<file path="src/rtl/sdram_arb_pkg.sv">
// Shared types and address layout for the SDRAM frame arbiter.
// SDRAM word address is {bank[1:0], row[12:0], col[8:0]}; bank[0] selects the ping-pong buffer.
package sdram_arb_pkg;

    typedef enum logic [2:0] {
        StIdle,
        StRefresh,
        StWrCmd,
        StWrData,
        StRdCmd,
        StRdData
    } state_e;

    localparam int unsigned BankWidth   = 2;
    localparam int unsigned RowWidth    = 13;
    localparam int unsigned ColWidth    = 9;
    localparam int unsigned OffsetWidth = RowWidth + ColWidth;
    localparam int unsigned AddrWidth   = BankWidth + OffsetWidth;

    localparam int unsigned DefaultFrameWords = 640 * 480;

    localparam logic BufIdx0 = 1'b0;
    localparam logic BufIdx1 = 1'b1;

    // The linear offset splits naturally into row (upper) and column (lower) bits.
    function automatic logic [AddrWidth-1:0] make_addr(input logic bank_sel,
                                                       input logic [OffsetWidth-1:0] offset);
        return {1'b0, bank_sel, offset};
    endfunction

endpackage

</file>
<file path="src/rtl/sdram_frame_arbiter_if.sv">
// Requester-side and SDRAM-controller-side signals of the frame arbiter.
// The slave modport is the arbiter's view; master is the surrounding system.
interface sdram_frame_arbiter_if #(
    parameter int unsigned PixelBitWidth     = 16,
    parameter int unsigned AddressWidthSDRAM = 24
);

    logic                         i_wr_req;
    logic                         i_wr_urgent;
    logic [PixelBitWidth-1:0]     i_wr_data;
    logic                         o_wr_pop;
    logic                         i_frame_start;
    logic                         i_rd_req;
    logic [PixelBitWidth-1:0]     o_rd_data;
    logic                         o_rd_valid;
    logic                         o_sdram_enable;
    logic                         o_sdram_read;
    logic                         o_sdram_refresh;
    logic [AddressWidthSDRAM-1:0] o_sdram_addr;
    logic [PixelBitWidth-1:0]     o_sdram_data;
    logic                         i_sdram_busy;
    logic                         i_sdram_valid_wr;
    logic                         i_sdram_valid_rd;
    logic [PixelBitWidth-1:0]     i_sdram_data;
    logic                         o_frame_valid;
    logic                         o_frame_drop;
    logic                         o_error;

    modport slave (
        input  i_wr_req, i_wr_urgent, i_wr_data, i_frame_start, i_rd_req,
        input  i_sdram_busy, i_sdram_valid_wr, i_sdram_valid_rd, i_sdram_data,
        output o_wr_pop, o_rd_data, o_rd_valid, o_sdram_enable, o_sdram_read,
        output o_sdram_refresh, o_sdram_addr, o_sdram_data,
        output o_frame_valid, o_frame_drop, o_error
    );

    modport master (
        output i_wr_req, i_wr_urgent, i_wr_data, i_frame_start, i_rd_req,
        output i_sdram_busy, i_sdram_valid_wr, i_sdram_valid_rd, i_sdram_data,
        input  o_wr_pop, o_rd_data, o_rd_valid, o_sdram_enable, o_sdram_read,
        input  o_sdram_refresh, o_sdram_addr, o_sdram_data,
        input  o_frame_valid, o_frame_drop, o_error
    );

endinterface

</file>
<file path="src/rtl/sdram_refresh_timer.sv">
// Free-running refresh interval counter with a sticky pending flag.
module sdram_refresh_timer #(
    parameter int unsigned Interval = 390
) (
    input  logic clk_i,
    input  logic rst_i,
    input  logic clear_i,
    output logic pending_o
);

    localparam int unsigned CntWidth = $clog2(Interval);
    localparam logic [CntWidth-1:0] CntLast = CntWidth'(Interval - 1);

    logic [CntWidth-1:0] cnt_q, cnt_d;
    logic                pend_q, pend_d;
    logic                expire;

    // An expiry while already pending just keeps the flag set; a new expiry beats a clear.
    always_comb begin
        expire = (cnt_q == CntLast);
        cnt_d  = expire ? '0 : cnt_q + CntWidth'(1);
        pend_d = expire | (pend_q & ~clear_i);
    end

    always_ff @(posedge clk_i) begin
        if (rst_i) begin
            cnt_q  <= '0;
            pend_q <= 1'b0;
        end else begin
            cnt_q  <= cnt_d;
            pend_q <= pend_d;
        end
    end

    assign pending_o = pend_q;

endmodule

</file>
<file path="src/rtl/sdram_frame_arbiter.sv">
// Shares one SDRAM controller between the capture writer, the previous-frame reader and
// refresh, and owns the ping-pong frame-buffer addressing.
module sdram_frame_arbiter
    import sdram_arb_pkg::*;
#(
    parameter int unsigned FrameWidth        = 640,
    parameter int unsigned FrameHeight       = 480,
    parameter int unsigned PixelBitWidth     = 16,
    parameter int unsigned BurstLength       = 8,
    parameter int unsigned AddressWidthSDRAM = 24,
    parameter int unsigned RefreshInterval   = 390,
    parameter int unsigned TimeoutCycles     = 64
) (
    input logic                  CLK,
    input logic                  RST,
    sdram_frame_arbiter_if.slave bus_io
);

    localparam int unsigned FrameWords = FrameWidth * FrameHeight;
    localparam int unsigned BeatWidth  = (BurstLength > 1) ? $clog2(BurstLength) : 1;
    localparam int unsigned TmoWidth   = $clog2(TimeoutCycles + 1);

    localparam logic [OffsetWidth-1:0] FrameEnd  = OffsetWidth'(FrameWords);
    localparam logic [OffsetWidth-1:0] BurstStep = OffsetWidth'(BurstLength);
    localparam logic [BeatWidth-1:0]   LastBeat  = BeatWidth'(BurstLength - 1);
    localparam logic [TmoWidth-1:0]    TmoLimit  = TmoWidth'(TimeoutCycles);

    state_e                   state_q, state_d;
    logic [OffsetWidth-1:0]   wr_ptr_q, wr_ptr_d, rd_ptr_q, rd_ptr_d, rd_next;
    logic                     wr_buf_q, wr_buf_d, rd_buf_q, rd_buf_d;
    logic                     last_rd_q, last_rd_d;
    logic [BeatWidth-1:0]     beat_q, beat_d;
    logic [TmoWidth-1:0]      tmo_q, tmo_d;
    logic                     frame_pend_q, frame_pend_d;
    logic                     frame_valid_q, frame_valid_d;
    logic                     frame_drop_q, frame_drop_d;
    logic                     error_q, error_d;
    logic [PixelBitWidth-1:0] rd_data_q, rd_data_d;
    logic                     rd_valid_q, rd_valid_d;

    logic refresh_pend, refresh_clr;
    logic wr_ok, rd_ok, strobe, in_data, frame_evt, frame_apply;

    sdram_refresh_timer #(
        .Interval (RefreshInterval)
    ) u_refresh_timer (
        .clk_i     (CLK),
        .rst_i     (RST),
        .clear_i   (refresh_clr),
        .pending_o (refresh_pend)
    );

    always_comb begin
        state_d       = state_q;
        wr_ptr_d      = wr_ptr_q;
        rd_ptr_d      = rd_ptr_q;
        wr_buf_d      = wr_buf_q;
        rd_buf_d      = rd_buf_q;
        last_rd_d     = last_rd_q;
        beat_d        = beat_q;
        tmo_d         = '0;
        frame_valid_d = frame_valid_q;
        frame_drop_d  = 1'b0;
        error_d       = error_q;
        rd_data_d     = rd_data_q;
        rd_valid_d    = 1'b0;
        refresh_clr   = 1'b0;
        strobe        = 1'b0;
        rd_next       = rd_ptr_q + BurstStep;

        bus_io.o_sdram_enable  = 1'b0;
        bus_io.o_sdram_read    = 1'b0;
        bus_io.o_sdram_refresh = 1'b0;
        bus_io.o_sdram_addr    = '0;
        bus_io.o_sdram_data    = '0;
        bus_io.o_wr_pop        = 1'b0;

        wr_ok = bus_io.i_wr_req && (wr_ptr_q < FrameEnd);
        rd_ok = bus_io.i_rd_req && frame_valid_q;

        unique case (state_q)
            StIdle: begin
                // Urgent writes jump the queue; otherwise the last grantee yields.
                if (refresh_pend) begin
                    state_d = StRefresh;
                end else if (wr_ok && (bus_io.i_wr_urgent || !rd_ok || last_rd_q)) begin
                    state_d   = StWrCmd;
                    last_rd_d = 1'b0;
                end else if (rd_ok) begin
                    state_d   = StRdCmd;
                    last_rd_d = 1'b1;
                end
            end
            StRefresh: begin
                if (!bus_io.i_sdram_busy) begin
                    bus_io.o_sdram_refresh = 1'b1;
                    refresh_clr            = 1'b1;
                    state_d                = StIdle;
                end
            end
            StWrCmd: begin
                bus_io.o_sdram_addr = AddressWidthSDRAM'(make_addr(wr_buf_q, wr_ptr_q));
                if (!bus_io.i_sdram_busy) begin
                    bus_io.o_sdram_enable = 1'b1;
                    beat_d                = '0;
                    state_d               = StWrData;
                end
            end
            StWrData: begin
                bus_io.o_sdram_addr = AddressWidthSDRAM'(make_addr(wr_buf_q, wr_ptr_q));
                bus_io.o_sdram_data = bus_io.i_wr_data;
                bus_io.o_wr_pop     = bus_io.i_sdram_valid_wr;
                strobe              = bus_io.i_sdram_valid_wr;
                if (strobe) begin
                    if (beat_q == LastBeat) begin
                        wr_ptr_d = wr_ptr_q + BurstStep;
                        beat_d   = '0;
                        state_d  = StIdle;
                    end else begin
                        beat_d = beat_q + BeatWidth'(1);
                    end
                end
            end
            StRdCmd: begin
                bus_io.o_sdram_read = 1'b1;
                bus_io.o_sdram_addr = AddressWidthSDRAM'(make_addr(rd_buf_q, rd_ptr_q));
                if (!bus_io.i_sdram_busy) begin
                    bus_io.o_sdram_enable = 1'b1;
                    beat_d                = '0;
                    state_d               = StRdData;
                end
            end
            StRdData: begin
                bus_io.o_sdram_read = 1'b1;
                bus_io.o_sdram_addr = AddressWidthSDRAM'(make_addr(rd_buf_q, rd_ptr_q));
                strobe              = bus_io.i_sdram_valid_rd;
                rd_valid_d          = strobe;
                if (strobe) begin
                    rd_data_d = bus_io.i_sdram_data;
                    if (beat_q == LastBeat) begin
                        rd_ptr_d = (rd_next == FrameEnd) ? '0 : rd_next;
                        beat_d   = '0;
                        state_d  = StIdle;
                    end else begin
                        beat_d = beat_q + BeatWidth'(1);
                    end
                end
            end
            default: state_d = StIdle;
        endcase

        in_data = (state_q == StWrData) || (state_q == StRdData);
        if (in_data && !strobe) begin
            if (tmo_q == TmoLimit) begin
                error_d = 1'b1;
                beat_d  = '0;
                state_d = StIdle;
            end else begin
                tmo_d = tmo_q + TmoWidth'(1);
            end
        end

        // Frame boundaries wait until no burst is in flight so pointers never move mid-burst.
        frame_evt    = bus_io.i_frame_start || frame_pend_q;
        frame_apply  = frame_evt && ((state_q == StIdle) || (state_q == StRefresh));
        frame_pend_d = frame_evt && !frame_apply;
        if (frame_apply) begin
            wr_ptr_d = '0;
            if (wr_ptr_q == FrameEnd) begin
                wr_buf_d      = rd_buf_q;
                rd_buf_d      = wr_buf_q;
                rd_ptr_d      = '0;
                frame_valid_d = 1'b1;
            end else begin
                frame_drop_d = 1'b1;
            end
        end
    end

    always_ff @(posedge CLK) begin
        if (RST) begin
            state_q       <= StIdle;
            wr_ptr_q      <= '0;
            rd_ptr_q      <= '0;
            wr_buf_q      <= BufIdx0;
            rd_buf_q      <= BufIdx1;
            last_rd_q     <= 1'b1;
            beat_q        <= '0;
            tmo_q         <= '0;
            frame_pend_q  <= 1'b0;
            frame_valid_q <= 1'b0;
            frame_drop_q  <= 1'b0;
            error_q       <= 1'b0;
            rd_data_q     <= '0;
            rd_valid_q    <= 1'b0;
        end else begin
            state_q       <= state_d;
            wr_ptr_q      <= wr_ptr_d;
            rd_ptr_q      <= rd_ptr_d;
            wr_buf_q      <= wr_buf_d;
            rd_buf_q      <= rd_buf_d;
            last_rd_q     <= last_rd_d;
            beat_q        <= beat_d;
            tmo_q         <= tmo_d;
            frame_pend_q  <= frame_pend_d;
            frame_valid_q <= frame_valid_d;
            frame_drop_q  <= frame_drop_d;
            error_q       <= error_d;
            rd_data_q     <= rd_data_d;
            rd_valid_q    <= rd_valid_d;
        end
    end

    assign bus_io.o_rd_data     = rd_data_q;
    assign bus_io.o_rd_valid    = rd_valid_q;
    assign bus_io.o_frame_valid = frame_valid_q;
    assign bus_io.o_frame_drop  = frame_drop_q;
    assign bus_io.o_error       = error_q;

endmodule

</file>
<file path="src/flat_wrapper.sv">
// flat-port wrapper written by rule: the top's interface ports become plain ports
module sdram_frame_arbiter_flat import sdram_arb_pkg::*;
#(
    parameter int unsigned FrameWidth        = 640,
    parameter int unsigned FrameHeight       = 480,
    parameter int unsigned PixelBitWidth     = 16,
    parameter int unsigned BurstLength       = 8,
    parameter int unsigned AddressWidthSDRAM = 24,
    parameter int unsigned RefreshInterval   = 390,
    parameter int unsigned TimeoutCycles     = 64
)
  (CLK, RST, bus_io_i_wr_req, bus_io_i_wr_urgent, bus_io_i_wr_data, bus_io_i_frame_start, bus_io_i_rd_req, bus_io_i_sdram_busy, bus_io_i_sdram_valid_wr, bus_io_i_sdram_valid_rd, bus_io_i_sdram_data, bus_io_o_wr_pop, bus_io_o_rd_data, bus_io_o_rd_valid, bus_io_o_sdram_enable, bus_io_o_sdram_read, bus_io_o_sdram_refresh, bus_io_o_sdram_addr, bus_io_o_sdram_data, bus_io_o_frame_valid, bus_io_o_frame_drop, bus_io_o_error);
  sdram_frame_arbiter_if #(.PixelBitWidth(PixelBitWidth), .AddressWidthSDRAM(AddressWidthSDRAM)) bus_io_i ();
  input logic CLK;
  input logic RST;
  input wire logic [$bits(bus_io_i.i_wr_req)-1:0] bus_io_i_wr_req;
  input wire logic [$bits(bus_io_i.i_wr_urgent)-1:0] bus_io_i_wr_urgent;
  input wire logic [$bits(bus_io_i.i_wr_data)-1:0] bus_io_i_wr_data;
  input wire logic [$bits(bus_io_i.i_frame_start)-1:0] bus_io_i_frame_start;
  input wire logic [$bits(bus_io_i.i_rd_req)-1:0] bus_io_i_rd_req;
  input wire logic [$bits(bus_io_i.i_sdram_busy)-1:0] bus_io_i_sdram_busy;
  input wire logic [$bits(bus_io_i.i_sdram_valid_wr)-1:0] bus_io_i_sdram_valid_wr;
  input wire logic [$bits(bus_io_i.i_sdram_valid_rd)-1:0] bus_io_i_sdram_valid_rd;
  input wire logic [$bits(bus_io_i.i_sdram_data)-1:0] bus_io_i_sdram_data;
  output wire logic [$bits(bus_io_i.o_wr_pop)-1:0] bus_io_o_wr_pop;
  output wire logic [$bits(bus_io_i.o_rd_data)-1:0] bus_io_o_rd_data;
  output wire logic [$bits(bus_io_i.o_rd_valid)-1:0] bus_io_o_rd_valid;
  output wire logic [$bits(bus_io_i.o_sdram_enable)-1:0] bus_io_o_sdram_enable;
  output wire logic [$bits(bus_io_i.o_sdram_read)-1:0] bus_io_o_sdram_read;
  output wire logic [$bits(bus_io_i.o_sdram_refresh)-1:0] bus_io_o_sdram_refresh;
  output wire logic [$bits(bus_io_i.o_sdram_addr)-1:0] bus_io_o_sdram_addr;
  output wire logic [$bits(bus_io_i.o_sdram_data)-1:0] bus_io_o_sdram_data;
  output wire logic [$bits(bus_io_i.o_frame_valid)-1:0] bus_io_o_frame_valid;
  output wire logic [$bits(bus_io_i.o_frame_drop)-1:0] bus_io_o_frame_drop;
  output wire logic [$bits(bus_io_i.o_error)-1:0] bus_io_o_error;
  assign bus_io_i.i_wr_req = bus_io_i_wr_req;
  assign bus_io_i.i_wr_urgent = bus_io_i_wr_urgent;
  assign bus_io_i.i_wr_data = bus_io_i_wr_data;
  assign bus_io_i.i_frame_start = bus_io_i_frame_start;
  assign bus_io_i.i_rd_req = bus_io_i_rd_req;
  assign bus_io_i.i_sdram_busy = bus_io_i_sdram_busy;
  assign bus_io_i.i_sdram_valid_wr = bus_io_i_sdram_valid_wr;
  assign bus_io_i.i_sdram_valid_rd = bus_io_i_sdram_valid_rd;
  assign bus_io_i.i_sdram_data = bus_io_i_sdram_data;
  assign bus_io_o_wr_pop = bus_io_i.o_wr_pop;
  assign bus_io_o_rd_data = bus_io_i.o_rd_data;
  assign bus_io_o_rd_valid = bus_io_i.o_rd_valid;
  assign bus_io_o_sdram_enable = bus_io_i.o_sdram_enable;
  assign bus_io_o_sdram_read = bus_io_i.o_sdram_read;
  assign bus_io_o_sdram_refresh = bus_io_i.o_sdram_refresh;
  assign bus_io_o_sdram_addr = bus_io_i.o_sdram_addr;
  assign bus_io_o_sdram_data = bus_io_i.o_sdram_data;
  assign bus_io_o_frame_valid = bus_io_i.o_frame_valid;
  assign bus_io_o_frame_drop = bus_io_i.o_frame_drop;
  assign bus_io_o_error = bus_io_i.o_error;
  sdram_frame_arbiter #(.FrameWidth(FrameWidth), .FrameHeight(FrameHeight), .PixelBitWidth(PixelBitWidth), .BurstLength(BurstLength), .AddressWidthSDRAM(AddressWidthSDRAM), .RefreshInterval(RefreshInterval), .TimeoutCycles(TimeoutCycles)) u_core (.CLK(CLK), .RST(RST), .bus_io(bus_io_i));
endmodule
</file>
<file path="config.mk">
export PLATFORM = sky130hd
export DESIGN_NAME = sdram_frame_arbiter_flat
export DESIGN_NICKNAME = d
export VERILOG_FILES = /design/src/rtl/sdram_arb_pkg.sv /design/src/rtl/sdram_frame_arbiter_if.sv /design/src/rtl/sdram_refresh_timer.sv /design/src/rtl/sdram_frame_arbiter.sv /design/src/flat_wrapper.sv
export SDC_FILE = /design/constraint.sdc
export NUM_CORES = 1
export LEC_CHECK = 0
export CORE_MARGIN = 4
export CORE_UTILIZATION = 64
export CTS_BUF_LIST = sky130_fd_sc_hd__clkbuf_4 sky130_fd_sc_hd__clkbuf_8 sky130_fd_sc_hd__clkbuf_16
export CTS_CLUSTER_SIZE = 8
export DETAILED_ROUTE_END_ITERATION = 7
export DONT_BUFFER_PORTS = 1
export PLACE_DENSITY = 0.84
export SLEW_MARGIN = 20
export SYNTH_ARGS = -nofsm -noshare
export SYNTH_HDL_FRONTEND = slang
export SYNTH_SLANG_ARGS = --single-unit
</file>
<file path="constraint.sdc">
create_clock -name CLK -period 2.5 [get_ports CLK]
set_input_delay 0.25 -clock CLK [delete_from_list [all_inputs] [get_ports CLK]]
set_output_delay 0.25 -clock CLK [all_outputs]
set_load 0.02 [all_outputs]
</file>
==> reports/results.tsv <==
metric	value	unit
area enclosed by the die boundary	8590	sq um
slowest library cell on the worst path	nor4_1	
unrepaired setup endpoints after global routing	yes	
slew at the pin with the worst max-slew slack	0.929	ns
highest routed metal layer	met4	
via total after detailed routing	4048	
warning count from the yosys run	0	
detailed placement HPWL	8.14	mm
required arrival time at the worst endpoint	2.75	ns
Yosys cell types	61	
residual DRC count	0	
final standard cell utilization of the core	72.5	%
leakage	1.73	nW
data arrival at the endpoint of the critical path	2.64	ns
post-synthesis instance area	4590	sq um
number of DRC markers after the initial detailed-route iteration	226	
Worst IR Drop VDD	0.342	mV
synth-to-layout area growth	8.59	%
sequential group share of total power	56.2	%
Layout Skew	0.0120	ns
Min-Delay Path Class	input pin to register	
number of global-route vias before repair	3783	
PortBufs	0	
fin. max-slew vios	0	
max cap viols	0	
hold path depth	2	
maximum fanout encountered on the critical timing path	6	
Final WS setup	0.103	ns
CP max stage delay	0.53	ns
clock network fraction of design power	38.3	%
ys async rst share	0	%
power per unit of standard cell area	511	nW/um^2
Detailed Route WL	11.5	mm
worst-skew pair later-pin latency	0.37	ns
outcome	complete, no violations	
Design Area, Final	4980	sq um
count of filler cells inserted in the layout	546	
routed wire length per instance	17.2	um
count of mapped cells out of synthesis	563	
CP dominant cell by count	nand3_1	
first-pass GRT wire length	18.3	mm
critical path capture point type	register	
count of TritonRoute iterations in the first routing pass	5	
count of flip-flops with a built-in enable after synthesis	0	
initial antenna violation count	0	
number of synthesized register bits	88	
number of antenna diodes	0	
highest clock rate	417	MHz
Site Rows	30	
number of buffer and inverter instances along the worst setup path	0	
Post-Place Cell Area	4660	sq um
Via-to-Cell Ratio	6.03	
metal1 wirelength	4.57	mm
footprint of the flip-flops and latches	1760	sq um
clock slew at reported path FFs	0.10	ns
Post-synth top flop	dfxtp_1	
Crit path max-delay family	simple AND/OR/NAND/NOR gates	
H-tree levels	3	
Tmin final	2.40	ns
syn avg cell area	8.15	sq um
total global routing track utilization	26.6	%
cell count along the critical path	8	
Longest Clk Path Bufs	2	
Sw Share	27.0	%
post-synthesis sequential area ratio	38.4	%
root cell of the clock tree	clkbuf_8	
clk sinks	88	
x dimension of the die	92.7	um
total overflow reported by the global router	0	
number of I/O pins	105	
total number of nets in the final design	624	
met3 WL	997	um
Place WS	0.159	ns
total length of routed met2 wires	5.77	mm
effective utilization at floorplan	66.8	%
proportion of layout cells with a drive suffix above 1	9.39	%
combinational group share of total power	5.5	%
number of cell instances on the worst register-to-register path	8	
multi-input combinational cell area	2600	sq um
startpoint type of the worst setup path	register	
net count of the mapped netlist	617	
pin count of the biggest net entering global routing	26	
clock tree from TritonCTS	done	
placeable core region	6870	sq um
number of buffers inserted to repair setup after CTS	0	
endpoints failing hold	0	
internal power	0.00186	W
clock buffer count from CTS	9	
relative max-transition margin	37.9	%
part of the cycle the worst path needs	95.9	%
placer congestion estimate	0.972	
path type of the worst setup path	register to register	
critical-path cell list	ha_1 > nand4_1 > nor4_1 > nand3_1 > o31ai_1 > nand3_1 > a31oi_1 > a21oi_1	
Die Y-Extent	92.7	um
number of setup violations in the final report	0	
number of routed nets with antenna violations	0	
switching pwr	0.000689	W
[what timing repair did]
action | CTS | global route
resized for setup | 1 | 6
hold endpoints to repair | 25 | 0
hold buffers | 11 | 0
setup endpoints to repair | 4 | 13
[final cells by class]
class,count,share of cell area [%]
Tap cell,96,2.41
Clock buffer,9,2.49
Inverter,18,1.36
Sequential cell,88,35.4
Clock inverter,7,1.38
Multi-Input combinational cell,425,52.2
Timing Repair Buffer,28,4.77
[per-layer routing]
metal  GRT usage, %  up-vias
li1               -     1930
met1           32.0     1904
met2           46.2      197
met3           7.07       17
met4           8.06        0
met5              0        -
[worst register-to-register path, stage by stage, from the launching register on]
cell	delay, ns
dfxtp_1	0.45
ha_1	0.27
nand4_1	0.28
nor4_1	0.53
nand3_1	0.15
o31ai_1	0.13
nand3_1	0.17
a31oi_1	0.22
a21oi_1	0.09
[sequential cells by signal, indices dropped and copies added (netlist names)]
name,flops
u_core.frame_pend_q,1
u_core.bus_io.o_frame_drop,1
u_core.wr_buf_q,1
u_core.state_q,3
u_core.bus_io.o_frame_valid,1
u_core.u_refresh_timer.pending_o,1
u_core.u_refresh_timer.cnt_q,9
u_core.bus_io.o_error,1
u_core.rd_buf_q,1
u_core.wr_ptr_q,19
u_core.beat_q,3
u_core.last_rd_q,1
u_core.rd_ptr_q,22
u_core.tmo_q,7
u_core.bus_io.o_rd_valid,1
u_core.bus_io.o_rd_data,16
[stage by stage]
step | hold slack (ns) | total power [W] | std cells | setup TNS [ns]
floorplan | 0.386 | 0.00157 | 563 | 0
global placement | 0.322 | 0.00158 | 644 | 0
detailed placement | 0.324 | 0.00158 | 644 | 0
CTS | 0.00307 | 0.00256 | 671 | 0
global route | 0.0122 | 0.00265 | 671 | -0.00108
finish | 0.0194 | 0.00255 | 671 | 0
[cells by family (layout without fill, tap and decap cells)]
family	count (synthesis)	in the layout	synth area share (%)
AOI/OAI and AO/OA	83	83	12.2
xor gates and xnor gates	43	43	8.21
adders and majority gates	13	13	3.55
buffers and inverters	50	62	5.32
DFF	88	88	38.4
muxes	4	4	0.873
other	1	1	0.0817
and+or+nand+nor	281	281	31.4
[cell usage after synthesis, types with 2 or more instances]
cell type	number	area share, %
o31ai_2	2	0.55
o21ai_0	8	0.87
buf_4	2	0.33
and4_1	2	0.38
nor4_1	4	0.55
nand3_1	23	2.5
xor2_1	28	5.3
nor2_1	82	6.7
buf_6	3	0.74
buf_2	4	0.44
or4_1	2	0.33
nor3b_1	2	0.33
a32oi_1	2	0.38
and3_1	9	1.2
nor2b_1	22	3.0
ha_1	13	3.5
or2_2	2	0.27
a22oi_1	21	3.4
dfxtp_1	88	38
xnor2_1	15	2.9
or3_1	3	0.41
and2_1	24	3.3
nor4b_1	2	0.38
a21oi_1	34	3.7
clkbuf_1	19	1.6
nor3_1	10	1.1
clkbuf_8	2	0.60
a31oi_1	5	0.68
mux2i_1	4	0.87
nand2b_1	4	0.55
nand2_1	58	4.7
inv_1	18	1.5
nand4_1	18	2.5
[power groups by stage]
| stage | clock network (W) | registers (W) | logic (W) |
|---|---|---|---|
| 6_report | 0.000975 | 0.00143 | 0.000140 |
| 3_5_place_dp | 0 | 0.00146 | 0.000117 |
| 5_1_grt | 0.00106 | 0.00143 | 0.000152 |
| 4_1_cts | 0.000987 | 0.00143 | 0.000137 |
| 3_3_place_gp | 0 | 0.00146 | 0.000113 |
| 2_1_floorplan | 0 | 0.00145 | 0.000115 |
[final timing paths]
check	start	endpoint	slack (ns)
setup reg to reg	u_core.rd_ptr_q[3]	u_core.rd_ptr_q[18]	0.10
hold / removal	bus_io_i_sdram_data[1]	u_core.bus_io.o_rd_data[1]	0.02
setup / recovery	u_core.rd_ptr_q[3]	u_core.rd_ptr_q[18]	0.10
hold reg to reg	u_core.rd_ptr_q[0]	u_core.rd_ptr_q[0]	0.45
[layout by cell type (no fill, tap or decap), drive strengths merged, types with 10 or more instances in the layout]
master / n
nor2b: 22
ha: 13
nand2: 59
xnor2: 15
dlygate4sd3: 11
a21oi: 34
dfxtp: 88
inv: 23
nor2: 83
a22oi: 21
xor2: 28
nor3: 10
and2: 24
buf: 17
nand3: 24
nand4: 19
Note: power is estimated with default switching activity, not from simulation.
